==> src/rtl/seq_det_pkg.sv <==
// Shared types and constants for the programmable sequence detector.
package seq_det_pkg;

    typedef enum logic [1:0] {
        StIdle,
        StRun,
        StDone
    } state_e;

    // Reset pattern 11011, bit 0 is the most recently received bit.
    localparam logic [7:0] DefPat = 8'b00011011;
    localparam int unsigned DefLen = 5;

    // Effective pattern length: 0 means 1, anything above the width clamps to the width.
    function automatic int unsigned eff_len(input int unsigned len, input int unsigned pw);
        if (len == 0) begin
            return 1;
        end else if (len > pw) begin
            return pw;
        end else begin
            return len;
        end
    endfunction

endpackage

==> src/rtl/seq_match_core.sv <==
// Bit history shift register with a masked compare against the programmed pattern.
module seq_match_core
    import seq_det_pkg::*;
#(
    parameter int unsigned PW = 8,
    parameter int unsigned LW = 4
) (
    input  logic          clk,
    input  logic          rst,
    input  logic [PW-1:0] pattern_i,
    input  logic [LW-1:0] len_i,
    input  logic          n_i,
    input  logic          n_valid_i,
    input  logic          clear_i,
    input  logic          nonov_clear_i,
    output logic          match_o
);

    logic [PW-1:0] hist_q, hist_d;
    logic [LW-1:0] seen_q, seen_d;
    logic [PW-1:0] window;
    logic [PW-1:0] mask;
    logic          hit;
    logic          enough;

    // Raw match: last L bits including the incoming one equal the pattern, and enough fresh bits.
    always_comb begin
        window = {hist_q[PW-2:0], n_i};
        mask   = '0;
        for (int unsigned i = 0; i < PW; i++) begin
            mask[i] = (i < 32'(len_i));
        end
        hit     = (((window ^ pattern_i) & mask) == '0);
        enough  = (({1'b0, seen_q} + {{LW{1'b0}}, 1'b1}) >= {1'b0, len_i});
        match_o = n_valid_i && hit && enough;
    end

    // History and fresh-bit counter; a non-overlapping match restarts the fresh count.
    always_comb begin
        hist_d = hist_q;
        seen_d = seen_q;
        if (clear_i) begin
            hist_d = '0;
            seen_d = '0;
        end else if (n_valid_i) begin
            hist_d = window;
            if (nonov_clear_i) begin
                seen_d = '0;
            end else if (seen_q < LW'(PW)) begin
                seen_d = seen_q + LW'(1);
            end
        end
    end

    // State registers.
    always_ff @(posedge clk) begin
        if (rst) begin
            hist_q <= '0;
            seen_q <= '0;
        end else begin
            hist_q <= hist_d;
            seen_q <= seen_d;
        end
    end

endmodule

==> src/rtl/seq_detect_ctrl.sv <==
// Run controller for the programmable serial sequence detector: config, FSM, match counter.
module seq_detect_ctrl
    import seq_det_pkg::*;
#(
    parameter int unsigned   PW      = 8,
    parameter int unsigned   LW      = 4,
    parameter int unsigned   CW      = 8,
    parameter logic [PW-1:0] DEF_PAT = PW'(DefPat),
    parameter int unsigned   DEF_LEN = DefLen
) (
    input  logic          clk,
    input  logic          rst,
    input  logic          cfg_valid,
    output logic          cfg_ready,
    input  logic [PW-1:0] cfg_pattern,
    input  logic [LW-1:0] cfg_len,
    input  logic          cfg_overlap,
    input  logic [CW-1:0] cfg_target,
    input  logic          start,
    input  logic          abort,
    input  logic          n,
    input  logic          n_valid,
    output logic          d,
    output logic [CW-1:0] match_count,
    output logic          busy,
    output logic          done
);

    state_e        state_q, state_d;
    logic [PW-1:0] pat_q, pat_d;
    logic [LW-1:0] len_q, len_d;
    logic          ov_q, ov_d;
    logic [CW-1:0] tgt_q, tgt_d;
    logic [CW-1:0] cnt_q, cnt_d;

    logic [LW-1:0] len_eff;
    logic          n_valid_run;
    logic          match_raw;
    logic          clear;
    logic          nonov_clear;
    logic          last_match;

    assign len_eff     = LW'(eff_len(32'(len_q), PW));
    assign n_valid_run = n_valid && (state_q == StRun);
    assign last_match  = (tgt_q != '0) &&
                         (({1'b0, cnt_q} + {{CW{1'b0}}, 1'b1}) == {1'b0, tgt_q});

    seq_match_core #(
        .PW (PW),
        .LW (LW)
    ) u_core (
        .clk           (clk),
        .rst           (rst),
        .pattern_i     (pat_q),
        .len_i         (len_eff),
        .n_i           (n),
        .n_valid_i     (n_valid_run),
        .clear_i       (clear),
        .nonov_clear_i (nonov_clear),
        .match_o       (match_raw)
    );

    // Mealy pulse: the core only sees valid bits while running.
    assign d           = match_raw;
    assign match_count = cnt_q;

    // Next-state, config capture and counter; abort wins over start and over a same-cycle match.
    always_comb begin
        state_d     = state_q;
        pat_d       = pat_q;
        len_d       = len_q;
        ov_d        = ov_q;
        tgt_d       = tgt_q;
        cnt_d       = cnt_q;
        clear       = 1'b0;
        nonov_clear = 1'b0;
        cfg_ready   = 1'b0;
        busy        = 1'b0;
        done        = 1'b0;

        unique case (state_q)
            StIdle, StDone: begin
                cfg_ready = 1'b1;
                done      = (state_q == StDone);
                if (cfg_valid) begin
                    pat_d = cfg_pattern;
                    len_d = cfg_len;
                    ov_d  = cfg_overlap;
                    tgt_d = cfg_target;
                end
                if (abort) begin
                    state_d = StIdle;
                end else if (start) begin
                    state_d = StRun;
                    cnt_d   = '0;
                    clear   = 1'b1;
                end
            end
            StRun: begin
                busy = 1'b1;
                if (abort) begin
                    state_d = StIdle;
                end else if (match_raw) begin
                    if (cnt_q != {CW{1'b1}}) begin
                        cnt_d = cnt_q + CW'(1);
                    end
                    nonov_clear = !ov_q;
                    if (last_match) begin
                        state_d = StDone;
                    end
                end
            end
            default: begin
                state_d = StIdle;
            end
        endcase
    end

    // State, config and counter registers; reset restores the default config.
    always_ff @(posedge clk) begin
        if (rst) begin
            state_q <= StIdle;
            pat_q   <= DEF_PAT;
            len_q   <= LW'(DEF_LEN);
            ov_q    <= 1'b1;
            tgt_q   <= '0;
            cnt_q   <= '0;
        end else begin
            state_q <= state_d;
            pat_q   <= pat_d;
            len_q   <= len_d;
            ov_q    <= ov_d;
            tgt_q   <= tgt_d;
            cnt_q   <= cnt_d;
        end
    end

endmodule

==> config.mk <==
export PLATFORM = sky130hd
export DESIGN_NAME = seq_detect_ctrl
export DESIGN_NICKNAME = d
export VERILOG_FILES = /design/src/rtl/seq_det_pkg.sv /design/src/rtl/seq_match_core.sv /design/src/rtl/seq_detect_ctrl.sv
export SDC_FILE = /design/constraint.sdc
export NUM_CORES = 1
export LEC_CHECK = 0
export ABC_AREA = 1
export ABC_CLOCK_PERIOD_IN_PS = 7300
export CORE_UTILIZATION = 55
export DETAILED_ROUTE_END_ITERATION = 6
export GPL_TIMING_DRIVEN = 0
export PLACE_DENSITY = 0.86
export SLEW_MARGIN = 20
export SYNTH_ARGS = -nofsm -noshare
export SYNTH_HDL_FRONTEND = slang
export SYNTH_HIERARCHICAL = 1
export SYNTH_SLANG_ARGS = --single-unit
==> constraint.sdc <==
create_clock -name clk -period 7.3 [get_ports clk]
set_input_delay 1.095 -clock clk [delete_from_list [all_inputs] [get_ports clk]]
set_output_delay 1.095 -clock clk [all_outputs]
set_load 0.1 [all_outputs]
Yosys cells after proc, flatten, opt, wreduce, memory -nomap -nowiden
Index checks and enable logic that the tools add are counted.

storage, ports and cells
  memories kept = 0
  logic and storage cells = 79
  output and inout bits = 12
  bits in registers = 42
  memory bits (read-only) = 0
  bits in latches = 0
  bits in writable memories = 0

cells by class
  $mul = 0
  muxes and demuxes = 25
  shift operators = 0
  magnitude comparators = 11
  reductions and logical operators = 17
  equality and inequality tests = 12
  add/subtract/negate cells = 4
  div/mod/pow operators = 0
  bitwise gates (word level) = 2

operators with widths
  kind                                                                 count
  8-bit 2-to-1 mux                                                     5
  3-bit by 4-bit < comparator with 1-bit output, first input constant  4
  4-bit 2-to-1 mux                                                     4
  8-bit case mux with 2 select lines                                   1
  2-bit 2-to-1 mux                                                     5
  8-bit by 1-bit adder with 9-bit output, second input constant        1
  9-bit by 8-bit equality test with 1-bit output                       1
  1-bit 2-to-1 mux                                                     9
  3-bit inequality test, second input constant                         3
  8-bit by 1-bit adder with 8-bit output, second input constant        1
  8-bit bitwise AND                                                    1
  8-bit logical NOT                                                    1
  1-bit by 4-bit < comparator with 1-bit output, first input constant  2
  2-bit by 4-bit < comparator with 1-bit output, first input constant  2
  2-bit inequality test, second input constant                         4
  8-bit inequality test, second input constant                         1
  8-bit nonzero test                                                   1
  8-bit bitwise XOR                                                    1
  6-bit AND reduction                                                  1
  4-bit by 1-bit adder with 5-bit output, second input constant        1
  5-bit by 4-bit >= comparator with 1-bit output                       1
  4-bit by 1-bit adder with 4-bit output, second input constant        1
  4-bit > comparator, second input constant                            1
  1-bit logical AND                                                    4
  12 further kinds                                                     15

Longest topological paths before layout
Gate-level depths: netlist of run 1.

  depth after elaboration = 13
  depth in mapped cells = 21

Modules after synthesis
The synthesis of run 1 kept the hierarchy.

by module, submodules not included
  module           area an instance (um2)  sequential area each (um2)  instances  cells an instance
  seq_detect_ctrl  1602.8                  620.6                       1          241
  seq_match_core   775.7                   220.2                       1          124

Worst setup path after synthesis of run 1
OpenSTA, ideal clock, no wires.

  path type = register -> output
  from = register state_q[0]
  to = output port d
  arrival = 2.572 ns
  buffers on the path = 1
  slack = 3.633 ns
  cell stages (with the launch flop) = 10
  cell sequence = dfxtp_1 > inv_2 > nor2_8 > inv_2 > nor2_1 > buf_2 > nand3_1 > nor2_2 > nand2_1 > nor2_2

between the ends
  cells in the longest elaborated chain, start to end = 4

RTL lines
  element                                         RTL line                text
  start, declared                                 seq_detect_ctrl.sv:29   state_e state_q, state_d;
  start signal, assigned                          seq_detect_ctrl.sv:122  state_q <= StIdle;
  start signal, assigned                          seq_detect_ctrl.sv:129  state_q <= state_d;
  2-bit by 1-bit equality test with 1-bit output  seq_detect_ctrl.sv:44   assign n_valid_run = n_valid && (state_q == StRun);
  1-bit logical AND                               seq_detect_ctrl.sv:44
  via n_valid_run                                 seq_detect_ctrl.sv:37   logic n_valid_run;
  1-bit logical AND (2 in a row)                  seq_match_core.sv:35    match_o = n_valid_i && hit && enough;
  end, declared                                   seq_detect_ctrl.sv:23   output logic d,

The timed path passes the listed nets, and every way through them passes these cells.

Worst setup path after layout of run 1
  from = input port n_valid
  to = output port d

between the ends
  cells in the longest elaborated chain, start to end = 3

RTL lines
  element                         RTL line               text
  start, declared                 seq_detect_ctrl.sv:22  input logic n_valid,
  1-bit logical AND               seq_detect_ctrl.sv:44
  via n_valid_run                 seq_detect_ctrl.sv:37
  1-bit logical AND (2 in a row)  seq_match_core.sv:35

The timed path passes the listed nets, and every way through them passes these cells.

==> results by group, run 1 <==
Logic synthesis
  • Number of distinct library cells after synthesis: 30
  • Number of cells produced by synthesis: between 300 and 400
  • Yosys warnings: 6
  • Dominant cells by area after synthesis: dfxtp_1, nand2_1, nand3_1
  • Syn Area/Cell: between 6 and 7 sq um
  • Part of the Yosys area used for sequential elements: between 30% and 40%
  • Synthesized area: approximately 0.0024 sq mm
  • Area share of the largest cell type after synthesis: a little over a third
  • Count of state elements after synthesis: 42
  • Synth area leader: dfxtp_1
  • Net count after synthesis: 399

Floorplan
  • Vert. Die Dim: 67.8 um
  • Top Ports: 40
  • Site row count: 23
  • Placeable Area: around 0.004 sq mm
  • Die outline width: approximately 68 um
  • Initial Util: 58.2%
  • Die area: roughly 0.0046 sq mm

CTS
  • Clock input transition at the sequential cells of the worst setup and hold paths: ~0.080 ns
  • Number of setup buffers added after CTS: 0
  • Hold bufs inserted after CTS: 0
  • Worst-Skew Late Latency: roughly 0.30 ns
  • Number of resized instances in the post-cts repair step: 0
  • Root buffer selected by CTS: clkbuf_8
  • CTS Buffer Depth: 2
  • Maximum level of the CTS H-tree: 2
  • Num CTS Buffers: 5
  • Clock tree from TritonCTS: done
  • TritonCTS sink count: 42

Route
  • Detailed Routing Iterations Pass 1: 5
  • DR WL met2: between 2 and 3 mm
  • Highest Signal Layer: met4
  • Met3 wire len: 350 um
  • Via density per instance: approximately 5.3
  • Detail-routed net length per standard cell: 12.2 um
  • Remaining antenna violation count after routing: 0
  • Total wire length: around 5.7 mm
  • Post-route DRC: 0
  • Number of violations reported at the end of detailed-routing iteration 0: between 150 and 200
  • Vias after detailed routing: approximately 2.4k
  • Routed metal-1 wirelength: about 2.6 mm

Place
  • Detailed Place HPWL: 4.28 mm
  • Routability Congestion: between 0.8 and 0.9
  • Number of cells in the design after placement: 454
  • Quantity of I/O buffers inserted on ports: 39

Global route
  • GRT Overall Usage: 27.4%
  • Global route total overflow: 0
  • Number of antenna violations at the first check in global routing: 0
  • Pin count of the biggest net entering global routing: 13
  • First-pass GRT wire length: between 9 and 10 mm
  • Number of global-route vias before repair: 2169

Timing
  • Ratio of final minimum period to clock period: 66.0%
  • Slew Viols, Final: 0
  • Clock skew after layout: between 0.009 and 0.01 ns
  • Worst-margin pin slew: 0.983 ns
  • Fmax: ~210 MHz
  • RSZ-0062 raised after global routing: false
  • Post-layout min period: 4.81 ns
  • Setup TNS: 0 ns
  • Hold violation total from the final report: 0
  • Worst rel slew slack: roughly 34%
  • Final setup vio count: 0

Critical path
  • Largest stage delay on the critical path: between 1 and 1.5 ns
  • Data arrival time of the worst path: roughly 3.7 ns
  • Worst EP required: between 6 and 7 ns
  • Register-to-register setup slack: ~4.3 ns
  • Worst setup EP type: output port
  • Class of the most critical setup path: in2out
  • Startpoint kind of the worst setup timing path: input port
  • Critical path fanouts, max: 10
  • Launch point of the worst reg-to-reg path: state_q[0]$_SDFFE_PP0P_
  • Cell depth of the worst flop-to-flop path: 15
  • Max stage delay cell, worst path: clkdlybuf4s50_1
  • FF-to-FF End: u_core/seen_q[3]$_SDFFE_PP0P_
  • Cell Chain, Critical Path: clkdlybuf4s50_1 -> inv_1 -> nor2_1 -> buf_2 -> nand3_1 -> nor2_2 -> nand2_1 -> nor2_2 -> clkdlybuf4s50_1
  • Critical path origin: n_valid
  • Capture point of the critical path: d

Power
  • Power per cell area: around 180 mW/mm^2
  • Worst IR Drop VDD: between 0.1 and 0.15 mV
  • Overall power consumption: between 500 and 600 uW
  • Standby leakage power: 1.26 nW

Final layout
  • Antenna cells: 0
  • Number of nets in the layout: around 450
  • Non-filler cells in the finished layout: ~460
  • Growth of design area from synthesis to finish: 22.9%
  • Fraction of final layout cells with drive strength greater than 1: under 10%
  • Layout fillers: about 370

Status
  • Result of the run: finished clean

Min path
  • Worst Hold Class: reg2reg

Flow run
  • Number of violations of the max-capacitance limit: 0
## cell families after synthesis
logic type                 synth area share, %
AOI/OAI and AO/OA                         14.7
DFF                                       35.3
xor gates and xnor gates                  1.84
buffers and inverters                     9.89
adders and majority gates                 3.16
and+or+nand+nor                           35.1
## critical path: cells and delay by family
| family | cells | cell delay [ns] |
|---|---|---|
| buf+inv | 4 | 1.93 |
| simple gates | 5 | 0.70 |
## synth_stat cells
cell type / number
o21ai_0: 17
inv_2: 5
nand3_1: 38
nor4_1: 1
a21o_1: 1
nand2_2: 3
nor2_2: 5
xor2_1: 5
nor3_2: 1
a31oi_1: 1
buf_2: 2
nand3b_1: 2
nand4_1: 3
nor2_8: 1
dfxtp_1: 42
o21ai_1: 11
nor2_1: 39
nand2_1: 88
ha_1: 6
or4_1: 1
nor2_4: 3
clkbuf_1: 6
a21oi_1: 31
o21ai_2: 1
buf_6: 1
o21bai_1: 1
o211ai_1: 2
or2_2: 1
a21oi_2: 1
inv_1: 46
## cell type report
cell class / count / area [sq um] / share of cell area (%)
plain buffers: 9 / 43.8 / 1.50
clock buffers: 7 / 86.3 / 2.95
clock inverters: 1 / 5.00 / 0.171
inverters: 51 / 191 / 6.55
multi-input cells: 263 / 1300 / 44.6
flip-flops and latches: 42 / 841 / 28.8
well taps: 50 / 62.6 / 2.14
repair buffers: 39 / 390 / 13.4
## routing by layer
metal | vias to the layer above | GRT usage (%)
met5 | - | 0
met4 | 0 | 9.04
met3 | 12 | 5.57
met2 | 77 | 44.3
met1 | 1099 | 35.9
li1 | 1261 | -
## worst min path at each step
| stage | start | to | slack, ns | cells past startpoint |
|---|---|---|---|---|
| after floorplan | ov_q$_SDFFE_PP1P_ | ov_q$_SDFFE_PP1P_ | 0.44 | 2 |
| after global placement | ov_q$_SDFFE_PP1P_ | ov_q$_SDFFE_PP1P_ | 0.46 | 2 |
| after detailed placement | ov_q$_SDFFE_PP1P_ | ov_q$_SDFFE_PP1P_ | 0.47 | 2 |
| after CTS | u_core/hist_q[5]$_SDFFE_PP0P_ | u_core/hist_q[6]$_SDFFE_PP0P_ | 0.49 | 2 |
| after global routing | u_core/hist_q[4]$_SDFFE_PP0P_ | u_core/hist_q[5]$_SDFFE_PP0P_ | 0.51 | 2 |
| final | u_core/hist_q[5]$_SDFFE_PP0P_ | u_core/hist_q[6]$_SDFFE_PP0P_ | 0.49 | 2 |
## where the power goes
group          switching, mW  internal, mW  total (mW)
logic                 0.0809        0.0453       0.126
registers             0.0123         0.243       0.255
clock network         0.0816        0.0764       0.158
total                  0.175         0.364       0.539
## sequential cells by signal, summed over array words and instances (netlist names)
register       flops
u_core/seen_q      4
match_count        8
ov_q               1
state_q            2
tgt_q              8
u_core/hist_q      7
pat_q              8
len_q              4
## cells in the final DEF (no fill, tap or decap), types with 2 or more instances in the layout
master,instances
nand2_1,88
inv_1,46
dfxtp_1,42
nor2_1,39
clkdlybuf4s50_1,39
nand3_1,38
a21oi_1,31
o21ai_0,17
o21ai_1,11
clkbuf_1,7
ha_1,6
clkbuf_8,6
inv_2,5
nor2_2,5
xor2_1,5
nand2_2,3
nor2_4,3
nand4_1,3
nand3b_1,2
buf_2,2
o211ai_1,2
## through the flow
stage	util (%)	hold slack, ns	instance area, sq um	setup slack [ns]
final	71.5	0.489	2920	2.49
after global routing	71.5	0.509	2920	2.37
after CTS	71.5	0.486	2920	2.52
after detailed placement	69.3	0.468	2830	2.53
after global placement	69.3	0.457	2830	2.52
after floorplan	-	0.442	2380	3.63
Note: power is estimated with default switching activity, not from simulation.
==> inputs of run 2 (changes only) <==
--- a/config.mk
+++ b/config.mk
@@ -6,11 +6,11 @@
 export NUM_CORES = 1
 export LEC_CHECK = 0
 export ABC_AREA = 1
-export ABC_CLOCK_PERIOD_IN_PS = 7300
-export CORE_UTILIZATION = 55
+export ABC_CLOCK_PERIOD_IN_PS = 4700
+export CORE_UTILIZATION = 53
 export DETAILED_ROUTE_END_ITERATION = 6
 export GPL_TIMING_DRIVEN = 0
-export PLACE_DENSITY = 0.86
+export PLACE_DENSITY = 0.84
 export SLEW_MARGIN = 20
 export SYNTH_ARGS = -nofsm -noshare
 export SYNTH_HDL_FRONTEND = slang
==> constraint.sdc (replaced) <==
create_clock -name clk -period 4.7 [get_ports clk]
set_input_delay 0.705 -clock clk [delete_from_list [all_inputs] [get_ports clk]]
set_output_delay 0.705 -clock clk [all_outputs]
set_load 0.1 [all_outputs]
==> run 2 against run 1 <==
Effect of this change:
- first-iteration DRC count rose by 18%
- final cell count is the same
- sequential power is 55% higher
- global-route usage up 0.43 points
- wire length rose by 3.5%
- clock power rose by 49%
- via count is 0.37% higher
- highest routed layer unchanged
==> results by group, run 2 (synthesis gave the netlist of run 1 again) <==
Status
  • Result of the run: finished clean (unchanged)

Floorplan
  • Die outline width: 69.0 um (was 67.8 um)
  • Vert. Die Dim: 69.0 um (was 67.8 um)
  • Die area: 0.00476 sq mm (was 0.00459 sq mm)
  • Site row count: 23 (unchanged)
  • Top Ports: 40 (unchanged)
  • Initial Util: 57.4% (was 58.2%)
  • Placeable Area: 0.00414 sq mm (was 0.00409 sq mm)

Place
  • Routability Congestion: 0.900 (was 0.890)
  • Detailed Place HPWL: 4.43 mm (was 4.28 mm)
  • Number of cells in the design after placement: 454 (unchanged)
  • Dpl ws: 0.756 ns (was 2.53 ns)
  • Dpl cell area: 0.00283 sq mm (unchanged)
  • Quantity of I/O buffers inserted on ports: 39 (unchanged)

Critical path
  • Worst EP required: 3.99 ns (was 6.20 ns)
  • Data arrival time of the worst path: 3.27 ns (was 3.72 ns)
  • Launch point of the worst reg-to-reg path: len_q[0]$_SDFFE_PP1P_ (was state_q[0]$_SDFFE_PP0P_)
  • Class of the most critical setup path: in2out (unchanged)
  • Register-to-register setup slack: 1.71 ns (was 4.33 ns)
  • Critical path fanouts, max: 10 (unchanged)
  • FF-to-FF End: u_core/seen_q[2]$_SDFFE_PP0P_ (was u_core/seen_q[3]$_SDFFE_PP0P_)
  • Worst setup EP type: output port (unchanged)
  • Startpoint kind of the worst setup timing path: input port (unchanged)
  • Cell depth of the worst flop-to-flop path: 17 (was 15)

CTS
  • Num CTS Buffers: 5 (unchanged)
  • Hold bufs inserted after CTS: 0 (unchanged)
  • TritonCTS sink count: 42 (unchanged)
  • Number of resized instances in the post-cts repair step: 0 (unchanged)
  • CTS Buffer Depth: 2 (unchanged)
  • Clock tree from TritonCTS: done (unchanged)
  • Clock input transition at the sequential cells of the worst setup and hold paths: 0.08 ns (about the same)
  • Root buffer selected by CTS: clkbuf_8 (unchanged)
  • Worst-Skew Late Latency: 0.30 ns (about the same)
  • Number of setup buffers added after CTS: 0 (unchanged)
  • Maximum level of the CTS H-tree: 2 (unchanged)

Final layout
  • Total area of multi-input combinational cells: 0.00130 sq mm (unchanged)
  • Fraction of final layout cells with drive strength greater than 1: 7.52% (unchanged)
  • Final cell area excluding filler cells: 0.00292 sq mm (about the same)
  • Antenna cells: 0 (unchanged)
  • Most frequent cells in the layout: nand2_1, inv_1, dfxtp_1 (unchanged)
  • Layout Utilization: 70.4% (was 71.5%)
  • Layout fillers: 391 (was 374)
  • Most common library cell in the layout ignoring fill and taps: nand2_1 (unchanged)
  • Growth of design area from synthesis to finish: 22.7% (was 22.9%)
  • Non-filler cells in the finished layout: 462 (unchanged)
  • Number of nets in the layout: 445 (unchanged)
  • Total area of sequential cells: 841 sq um (unchanged)

Min path
  • Startpoint of the lowest-slack hold path: pat_q[4]$_SDFFE_PP1P_ (was u_core/hist_q[5]$_SDFFE_PP0P_)
  • Hold-critical path depth: 2 (unchanged)
  • End point of the worst hold path: pat_q[4]$_SDFFE_PP1P_ (was u_core/hist_q[6]$_SDFFE_PP0P_)
  • Worst Hold Class: reg2reg (unchanged)

Power
  • Worst IR Drop VDD: 0.209 mV (was 0.138 mV)
  • Standby leakage power: 1.25 nW (was 1.26 nW)
  • Overall power consumption: 828 uW (was 539 uW)
  • Power per cell area: 284 mW/mm^2 (was 184 mW/mm^2)

Route
  • DR WL met2: 2.67 mm (was 2.55 mm)
  • Remaining antenna violation count after routing: 0 (unchanged)
  • Met3 wire len: 416 um (was 350 um)
  • Post-route DRC: 0 (unchanged)
  • Routed metal-1 wirelength: 2.70 mm (was 2.65 mm)
  • Vias after detailed routing: 2458 (was 2449)
  • Total wire length: 5.86 mm (was 5.66 mm)
  • Detailed Routing Iterations Pass 1: 5 (unchanged)
  • Via density per instance: 5.32 (was 5.30)
  • Highest Signal Layer: met4 (unchanged)
  • Number of violations reported at the end of detailed-routing iteration 0: 212 (was 180)
  • Detail-routed net length per standard cell: 12.7 um (was 12.2 um)

Timing
  • Final setup vio count: 0 (unchanged)
  • Fmax: approximately 250 MHz
  • RSZ-0062 raised after global routing: false (unchanged)
  • Ratio of final minimum period to clock period: between 80% and 90%
  • Clock skew after layout: 0.00742 ns (was 0.00975 ns)
  • Worst hold slack: 0.496 ns (was 0.489 ns)
  • Hold violation total from the final report: 0 (unchanged)
  • Post-layout min period: around 4 ns
  • Worst rel slew slack: 35.3% (was 34.3%)
  • Worst-margin pin slew: 0.967 ns (was 0.983 ns)
  • Setup TNS: 0 ns (unchanged)
  • Slew Viols, Final: 0 (unchanged)
  • Worst setup slack after layout: 0.720 ns (was 2.49 ns)

Global route
  • Global route total overflow: 0 (unchanged)
  • Pin count of the biggest net entering global routing: 14 (was 13)
  • First-pass GRT wire length: 9.65 mm (was 9.38 mm)
  • Number of antenna violations at the first check in global routing: 0 (unchanged)
  • GRT Overall Usage: 27.8% (was 27.4%)
  • Number of global-route vias before repair: 2215 (was 2169)

Flow run
  • Number of violations of the max-capacitance limit: 0 (unchanged)
[run 2: cell count changes in the layout (fill, tap and decap cells not counted)]
cell and delta:
clkinv_4 +1, clkbuf_8 -1
[run 2: worst max path at each step]
stage / startpoint / to / slack, ns / cells past startpoint
global route: len_q[0]$_SDFFE_PP1P_ / d / 0.57 / 12
finish: n_valid / d / 0.72 / 9
global placement: n_valid / d / 0.77 / 9
detailed placement: n_valid / d / 0.76 / 9
floorplan: state_q[0]$_SDFFE_PP0P_ / u_core/seen_q[3]$_SDFFE_PP0P_ / 1.04 / 15
CTS: n_valid / d / 0.73 / 9
[run 2: critical path, stage by stage]
cell	delay, ns
clkdlybuf4s50_1	0.45
inv_1	0.05
nor2_1	0.22
buf_2	0.26
nand3_1	0.11
nor2_2	0.10
nand2_1	0.07
nor2_2	0.14
clkdlybuf4s50_1	1.16
[run 2: where the power goes]
part	leakage, nW	internal, mW	total, mW	switching (mW)
clock	0.0452	0.105	0.235	0.130
sequential	0.345	0.377	0.396	0.0191
combinational	0.863	0.0704	0.197	0.127
[run 2: routing by layer]
layer  vias up  global-route usage [%]
li1       1264                       -
met1      1102                    35.6
met2        86                    45.8
met3         6                    6.25
met4         0                    9.44
met5         -                       0
[run 2: layout make-up]
type                       count  share of cell area [%]
buffer                         9                    1.50
clock buffer                   6                    2.49
clock inverter                 2                   0.472
inverter                      51                    6.56
multi-input combinational    263                    44.6
sequential                    42                    28.8
tap                           50                    2.14
timing repair buffer          39                    13.4
